$ cat src/rtl/mem_arbiter.sv
// Shares one memory port between instruction fetch and load/store with LSU priority,
// a streak limit that guarantees fetch progress, and a watchdog on the response wait.
module mem_arbiter #(
    parameter int ADDR_W     = 32,
    parameter int DATA_W     = 32,
    parameter int MAX_STREAK = 4,
    parameter int TIMEOUT    = 255
) (
    input  logic                clk,
    input  logic                rst,

    input  logic                ifu_req_valid_i,
    output logic                ifu_req_ready_o,
    input  logic [ADDR_W-1:0]   ifu_req_addr_i,
    output logic                ifu_rsp_valid_o,
    output logic [DATA_W-1:0]   ifu_rsp_data_o,
    output logic                ifu_rsp_err_o,

    input  logic                lsu_req_valid_i,
    output logic                lsu_req_ready_o,
    input  logic [ADDR_W-1:0]   lsu_req_addr_i,
    input  logic                lsu_req_wen_i,
    input  logic [DATA_W-1:0]   lsu_req_wdata_i,
    input  logic [DATA_W/8-1:0] lsu_req_wmask_i,
    output logic                lsu_rsp_valid_o,
    output logic [DATA_W-1:0]   lsu_rsp_data_o,
    output logic                lsu_rsp_err_o,

    output logic                mem_req_valid_o,
    input  logic                mem_req_ready_i,
    output logic [ADDR_W-1:0]   mem_req_addr_o,
    output logic                mem_req_wen_o,
    output logic [DATA_W-1:0]   mem_req_wdata_o,
    output logic [DATA_W/8-1:0] mem_req_wmask_o,
    input  logic                mem_rsp_valid_i,
    input  logic [DATA_W-1:0]   mem_rsp_data_i,

    output logic                busy_o
);
    localparam int MASK_W   = DATA_W / 8;
    localparam int CNT_W    = $clog2(TIMEOUT);
    localparam int STREAK_W = $clog2(MAX_STREAK + 1);
    localparam logic [CNT_W-1:0]    CNT_LAST   = CNT_W'(TIMEOUT - 1);
    localparam logic [STREAK_W-1:0] STREAK_MAX = STREAK_W'(MAX_STREAK);

    typedef enum logic [1:0] {S_IDLE, S_REQ, S_WAIT} state_t;
    typedef enum logic {OWN_IFU, OWN_LSU} owner_t;

    state_t              state_q, state_d;
    owner_t              owner_q, owner_d;
    logic [STREAK_W-1:0] streak_q, streak_d;
    logic [CNT_W-1:0]    cnt_q, cnt_d;
    logic [ADDR_W-1:0]   addr_q, addr_d;
    logic                wen_q, wen_d;
    logic [DATA_W-1:0]   wdata_q, wdata_d;
    logic [MASK_W-1:0]   wmask_q, wmask_d;
    logic                mem_valid_q, mem_valid_d;
    logic                busy_q, busy_d;
    logic                ifu_rsp_valid_q, ifu_rsp_valid_d;
    logic [DATA_W-1:0]   ifu_rsp_data_q, ifu_rsp_data_d;
    logic                ifu_rsp_err_q, ifu_rsp_err_d;
    logic                lsu_rsp_valid_q, lsu_rsp_valid_d;
    logic [DATA_W-1:0]   lsu_rsp_data_q, lsu_rsp_data_d;
    logic                lsu_rsp_err_q, lsu_rsp_err_d;

    logic                lsu_wins, lsu_grant, ifu_grant;
    logic                rsp_fire, rsp_err;
    logic [DATA_W-1:0]   rsp_data;

    // Grants are a pure function of the valids and the streak, never of ready itself.
    assign lsu_wins  = lsu_req_valid_i && ((streak_q < STREAK_MAX) || !ifu_req_valid_i);
    assign lsu_grant = (state_q == S_IDLE) && lsu_wins;
    assign ifu_grant = (state_q == S_IDLE) && ifu_req_valid_i && !lsu_wins;

    always_comb begin
        state_d  = state_q;
        owner_d  = owner_q;
        streak_d = streak_q;
        cnt_d    = cnt_q;
        addr_d   = addr_q;
        wen_d    = wen_q;
        wdata_d  = wdata_q;
        wmask_d  = wmask_q;
        rsp_fire = 1'b0;
        rsp_err  = 1'b0;
        rsp_data = '0;

        case (state_q)
            S_IDLE: begin
                if (lsu_grant) begin
                    state_d = S_REQ;
                    owner_d = OWN_LSU;
                    addr_d  = lsu_req_addr_i;
                    wen_d   = lsu_req_wen_i;
                    wdata_d = lsu_req_wdata_i;
                    wmask_d = lsu_req_wmask_i;
                    if (ifu_req_valid_i && (streak_q < STREAK_MAX)) begin
                        streak_d = streak_q + STREAK_W'(1);
                    end
                end else if (ifu_grant) begin
                    state_d  = S_REQ;
                    owner_d  = OWN_IFU;
                    addr_d   = ifu_req_addr_i;
                    wen_d    = 1'b0;
                    wdata_d  = '0;
                    wmask_d  = '0;
                    streak_d = '0;
                end
            end
            S_REQ: begin
                if (mem_req_ready_i) begin
                    state_d = S_WAIT;
                    cnt_d   = '0;
                end
            end
            S_WAIT: begin
                // A response arriving on the last allowed cycle beats the watchdog.
                if (mem_rsp_valid_i) begin
                    state_d  = S_IDLE;
                    rsp_fire = 1'b1;
                    rsp_data = mem_rsp_data_i;
                end else if (cnt_q == CNT_LAST) begin
                    state_d  = S_IDLE;
                    rsp_fire = 1'b1;
                    rsp_err  = 1'b1;
                end else begin
                    cnt_d = cnt_q + CNT_W'(1);
                end
            end
            default: state_d = S_IDLE;
        endcase

        mem_valid_d     = (state_d == S_REQ);
        busy_d          = (state_d != S_IDLE);
        ifu_rsp_valid_d = rsp_fire && (owner_q == OWN_IFU);
        lsu_rsp_valid_d = rsp_fire && (owner_q == OWN_LSU);
        ifu_rsp_data_d  = ifu_rsp_valid_d ? rsp_data : ifu_rsp_data_q;
        ifu_rsp_err_d   = ifu_rsp_valid_d ? rsp_err  : ifu_rsp_err_q;
        lsu_rsp_data_d  = lsu_rsp_valid_d ? rsp_data : lsu_rsp_data_q;
        lsu_rsp_err_d   = lsu_rsp_valid_d ? rsp_err  : lsu_rsp_err_q;
    end

    always_ff @(posedge clk) begin
        if (rst) begin
            state_q         <= S_IDLE;
            owner_q         <= OWN_IFU;
            streak_q        <= '0;
            cnt_q           <= '0;
            addr_q          <= '0;
            wen_q           <= 1'b0;
            wdata_q         <= '0;
            wmask_q         <= '0;
            mem_valid_q     <= 1'b0;
            busy_q          <= 1'b0;
            ifu_rsp_valid_q <= 1'b0;
            ifu_rsp_data_q  <= '0;
            ifu_rsp_err_q   <= 1'b0;
            lsu_rsp_valid_q <= 1'b0;
            lsu_rsp_data_q  <= '0;
            lsu_rsp_err_q   <= 1'b0;
        end else begin
            state_q         <= state_d;
            owner_q         <= owner_d;
            streak_q        <= streak_d;
            cnt_q           <= cnt_d;
            addr_q          <= addr_d;
            wen_q           <= wen_d;
            wdata_q         <= wdata_d;
            wmask_q         <= wmask_d;
            mem_valid_q     <= mem_valid_d;
            busy_q          <= busy_d;
            ifu_rsp_valid_q <= ifu_rsp_valid_d;
            ifu_rsp_data_q  <= ifu_rsp_data_d;
            ifu_rsp_err_q   <= ifu_rsp_err_d;
            lsu_rsp_valid_q <= lsu_rsp_valid_d;
            lsu_rsp_data_q  <= lsu_rsp_data_d;
            lsu_rsp_err_q   <= lsu_rsp_err_d;
        end
    end

    assign ifu_req_ready_o = ifu_grant;
    assign lsu_req_ready_o = lsu_grant;
    assign ifu_rsp_valid_o = ifu_rsp_valid_q;
    assign ifu_rsp_data_o  = ifu_rsp_data_q;
    assign ifu_rsp_err_o   = ifu_rsp_err_q;
    assign lsu_rsp_valid_o = lsu_rsp_valid_q;
    assign lsu_rsp_data_o  = lsu_rsp_data_q;
    assign lsu_rsp_err_o   = lsu_rsp_err_q;
    assign mem_req_valid_o = mem_valid_q;
    assign mem_req_addr_o  = addr_q;
    assign mem_req_wen_o   = wen_q;
    assign mem_req_wdata_o = wdata_q;
    assign mem_req_wmask_o = wmask_q;
    assign busy_o          = busy_q;

endmodule

$ cat config.mk
export PLATFORM = sky130hd
export DESIGN_NAME = mem_arbiter
export DESIGN_NICKNAME = d
export VERILOG_FILES = /design/src/rtl/mem_arbiter.sv
export SDC_FILE = /design/constraint.sdc
export NUM_CORES = 1
export LEC_CHECK = 0
export BUFFER_PORTS_ARGS = -buffer_cell sky130_fd_sc_hd__buf_2
export CAP_MARGIN = 20
export CORE_ASPECT_RATIO = 0.8
export CORE_UTILIZATION = 30
export CTS_BUF_LIST = sky130_fd_sc_hd__clkbuf_2
export DETAILED_ROUTE_END_ITERATION = 8
export PLACE_DENSITY = 0.56
export SLEW_MARGIN = 20
export SYNTH_ARGS = -nofsm -noshare
export SYNTH_HDL_FRONTEND = slang
export SYNTH_SLANG_ARGS = --single-unit
$ cat constraint.sdc
create_clock -name clk -period 1.6 [get_ports clk]
set_input_delay 0.32 -clock clk [delete_from_list [all_inputs] [get_ports clk]]
set_output_delay 0.32 -clock clk [all_outputs]
set_load 0.03 [all_outputs]
; ---- Yosys cells after proc, flatten, opt, wreduce, memory -nomap -nowiden
; Cells that the tools add are included.
[totals]
ff_bits = 153
in_bits = 139
output_inout_bits = 141
[op_classes]
add_sub_neg = 2
order_cmp = 1
n_eq_ne = 8
muxes = 29
n_bitwise = 1
reduce_logical = 17
[op_table]
columns = op, count
row1 = $mux 32, 6
row2 = $mux 8, 3
row3 = $pmux 8 s2, 1
row4 = $mux 2, 5
row5 = $mux 3, 3
row6 = $add 8x1->8 const B, 1
row7 = $eq 8x8->1 const B, 1
row8 = $mux 1, 8
row9 = $mux 4, 2
row10 = $logic_and 1x1->1, 7
row11 = $ne 2x2->1 const B, 3
row12 = $pmux 2 s3, 1
row13 = $reduce_bool 2->1, 3
row14 = $eq 2x1->1 const B, 2
row15 = $reduce_and 4->1, 1
row16 = $add 3x1->3 const B, 1
row17 = $lt 3x3->1 const B, 1
row18 = $reduce_and 3->1, 1
row19 = $eq 2x2->1 const B, 1
row20 = $logic_not 1->1, 2
row21 = $logic_not 2->1, 1
row22 = $ne 2x1->1 const B, 1
row23 = $reduce_and 2->1, 1
row24 = $logic_or 1x1->1, 1
row25 = $not 1->1, 1

; ---- Depth between registers and ports, before layout
[depth]
depth_word = 9
ltp_mapped = 7
mapped_depth_nobuf = 5

; ---- Worst setup path before layout
; OpenSTA, ideal clock, no wires.
[synth_timing]
path_type = in2out
start = input port ifu_req_valid_i
end = output port ifu_req_ready_o
arrival_ns = 1.618
required_time_ns = 1.280
slack_ns = -0.338
stages = 5
cell_sequence = buf_4 > or3b_2 > clkbuf_1 > buf_2 > nor2_1
[synth_via]
elab_chain_len = 5
[synth_rtl]
columns = element, line
row1 = from (decl), 12  ; input logic ifu_req_valid_i,
row2 = $logic_not 1->1, 71  ; assign lsu_wins = lsu_req_valid_i && ((streak_q < STREAK_MAX) || !ifu_req_valid_i);
row3 = $logic_or 1x1->1, 71
row4 = $logic_and 1x1->1, 71
row5 = $logic_not 1->1, 73  ; assign ifu_grant = (state_q == S_IDLE) && ifu_req_valid_i && !lsu_wins;
row6 = $logic_and 1x1->1 *, 73
row7 = to (decl), 13  ; output logic ifu_req_ready_o,
; Every way passes the cells marked *; elsewhere a longest branch is shown, timed or not.

; ---- Worst setup path in the final report
[layout_timing]
start = register state_q[1]
end = output port ifu_req_ready_o
[layout_via]
elab_chain_len = 3
[layout_rtl]
columns = element, line
row1 = from (decl), 49  ; state_t state_q, state_d;
row2 = from (signal assigned), 162  ; state_q <= state_d;
row3 = $logic_not 2->1, 73
row4 = $logic_and 1x1->1 (2 in series), 73
; Every way passes these cells.

==> summary.txt <==
result of the run: finished with violations
violations in the final reports: negative setup slack
clock tree from TritonCTS: yes
busiest metal layer after global routing: met2
overall die height: 140 um
Post-Route Hold Slack: 150 ps
Slew HR: 0.693
main flop type after synthesis: sky130_fd_sc_hd__dfxtp_1
Crit path arrival time: 1840 ps
GR Layer Usage met1: 0.281
Core Footprint: 23400 um2
largest clock skew in the final design: 46.7 ps
Initial DRC Count: 599
clock latency at the later pin of the worst-skew pair: 730 ps
register area share after synthesis: 0.429
final routed wire length divided by cell count: 18.9 um
actual slew at the worst max-slew pin: 461 ps
residual overflow from global routing: 0
share of cells above drive strength 1: 0.485
vias in the first global route: 8474
worst-case clock buffer depth: 2
final period utilization: 1.35
wire length of the first global-routing pass: 44.2 mm
number of instances in the synthesized netlist: 834
Register-to-Register Path Depth: 8
mean number of vias per cell: 5.43
commonest cells after routing, fill and taps aside: 155 x sky130_fd_sc_hd__buf_6, 140 x sky130_fd_sc_hd__dlygate4sd3_1, 139 x sky130_fd_sc_hd__dfxtp_2
worst setup path category: flip-flop to output pin
maximum number of pins on one net before global-route repair: 81
netlist area before placement: 7150 um2
placement row count: 50
most common cell after layout, fill and taps aside: sky130_fd_sc_hd__buf_6
met3 track utilization from global routing: 0.0570
largest driver fanout on the critical path: 2
number of unique standard cell types used by synthesis: 42
max-capacitance violation count: 0
Remaining DRCs: 0
cell depth of the worst min-delay path: 4
Hold Violations, Final: 0
final critical-path required period: 2160 ps
layout-stage area growth over the synthesis result: 79.7%
I/O pin count: 280
clock-pin slew reported for the worst setup and hold paths after clock tree synthesis: 230 ps
count of nets left with antenna violations after detail routing: 0
overall global routing resource usage: 0.221
Initial Util: 0.305
kind of start point of the critical path: flip-flop
count of flip-flops with a built-in enable after synthesis: 0
TritonRoute pass-1 iters: 5
synthesized area per cell: 8.57 um2
final instance count without filler cells: 1584
achievable frequency: 0.463 GHz
fraction of synthesis flops using an asynchronous set or reset pin: 0
Worst EP required: 1280 ps
library cell used as clock root buffer: sky130_fd_sc_hd__clkbuf_2
number of max-slew violations in the final report: 0
H-tree depth reported by CTS: 4
count of yosys warnings during synthesis: 0
setup ws final: -560 ps
Detailed Route WL: 30.0 mm
cell area power density: 715 nW/um2
final RePlAce weighted congestion: 0.780
met2 track utilization from global routing: 0.363
DIE AREA: 24400 um2
cell total after placement: 1373
Leakage: 5.33 nW
HPWL Detailed: 15.6 mm
TritonCTS Buffers: 17
layout net count: 1401
class of the worst hold path: primary input to flip-flop
total number of clock tree sinks: 153
count of vias placed by the detailed router: 8596
count of port buffers added during placement: 279
capturing element type of the critical path: output pin
initial antenna violation count: 1
Synth Net Count: 976
Peak VDD IR: 398 uV
post-route total power: 9.18 mW
DIE WIDTH: 175 um
RSZ-0062 raised after global routing: yes
Yosys reg bits: 153
Final Setup Violations: 81
-- power by group --
group | internal (mW) | switching, mW | leakage [nW]
Sequential | 4.02 | 0.126 | 1.31
Clock | 0.884 | 1.56 | 0.155
Combinational | 1.24 | 1.34 | 3.87
-- sequential cells by signal, indices dropped and copies added, names as in the netlist, 2 cells and up --
name and flops:
cnt_q 8, ifu_rsp_data_o 32, lsu_rsp_data_o 32, mem_req_addr_o 32, mem_req_wdata_o 32, mem_req_wmask_o 4
state_q 2, streak_q 3
-- path summary, 6_finish.rpt --
check	start	endpoint	slack, ps
worst min register to register	streak_q[1]$_SDFFE_PP0P_	streak_q[1]$_SDFFE_PP0P_	470
worst max-delay path	state_q[1]$_SDFF_PP0_	ifu_req_ready_o	-560
worst max register to register	state_q[0]$_SDFF_PP0_	mem_req_wdata_o[3]$_SDFFE_PP0P_	-80
worst min-delay path	lsu_req_valid_i	streak_q[2]$_SDFFE_PP0P_	150
-- logic make-up after synthesis --
family | synth area share
AND/OR/NAND/NOR | 0.205
flip-flops | 0.429
multiplexers | 0.00560
AO/OA/AOI/OAI | 0.284
adder cells (fa/ha/maj) | 0.00525
buffers and inverters | 0.0709
-- Yosys cell counts, types with 5 or more instances --
cell | number | share of area
sky130_fd_sc_hd__nand3_1 | 108 | 0.076
sky130_fd_sc_hd__o21ai_0 | 33 | 0.023
sky130_fd_sc_hd__a211oi_1 | 5 | 0.0053
sky130_fd_sc_hd__o211ai_1 | 101 | 0.11
sky130_fd_sc_hd__nor2b_1 | 66 | 0.058
sky130_fd_sc_hd__a31oi_1 | 32 | 0.028
sky130_fd_sc_hd__a21oi_1 | 45 | 0.032
sky130_fd_sc_hd__clkbuf_1 | 64 | 0.034
sky130_fd_sc_hd__nor3_1 | 6 | 0.0042
sky130_fd_sc_hd__buf_2 | 18 | 0.013
sky130_fd_sc_hd__a32oi_1 | 64 | 0.078
sky130_fd_sc_hd__nand2_1 | 70 | 0.037
sky130_fd_sc_hd__dfxtp_1 | 153 | 0.43
sky130_fd_sc_hd__buf_6 | 8 | 0.013
sky130_fd_sc_hd__buf_4 | 7 | 0.0074
-- stage by stage --
stage | TNS, ps | area [um2] | utilization | worst slack, ps
3_5_place_dp | -2360 | 9080 | 0.388 | -58.6
6_report | -3020 | 12800 | 0.549 | -560
4_1_cts | -10730 | 11900 | 0.509 | -644
3_3_place_gp | -1600 | 9080 | 0.388 | -41.5
2_1_floorplan | -91.8 | 7160 | - | -91.8
5_1_grt | -23130 | 12800 | 0.549 | -699
-- cell type report --
cell class | count | area [um2]
clock buffer | 17 | 85.1
multi-input combinational | 575 | 4050
inverter | 5 | 18.8
tap | 312 | 390
antenna | 1 | 2.50
fill | 2009 | 10600
sequential | 153 | 3240
clock inverter | 14 | 171
timing repair buffer | 507 | 4870
-- repair_timing --
action / in CTS / in global routing
buffers inserted: 10 / 17
cloned: 0 / 13
hold endpoints to repair: 143 / 0
gates resized for setup: 434 / 110
hold buffers: 140 / 0
endpoints found under the setup margin: 158 / 259
pin swaps: 4 / 58
-- per-layer routing --
metal / wire, um / part of all wire
met5: 0 / 0
met2: 14300 / 0.48
met3: 1930 / 0.064
met4: 687 / 0.023
met1: 13000 / 0.43
-- critical path, cell delays in order (launching register included) --
cell                      delay (ps)
sky130_fd_sc_hd__dfxtp_4         400
sky130_fd_sc_hd__buf_6           110
sky130_fd_sc_hd__or3b_4          380
sky130_fd_sc_hd__nor2_4           90
sky130_fd_sc_hd__buf_6           150
Power figures use the tool's default switching activity.
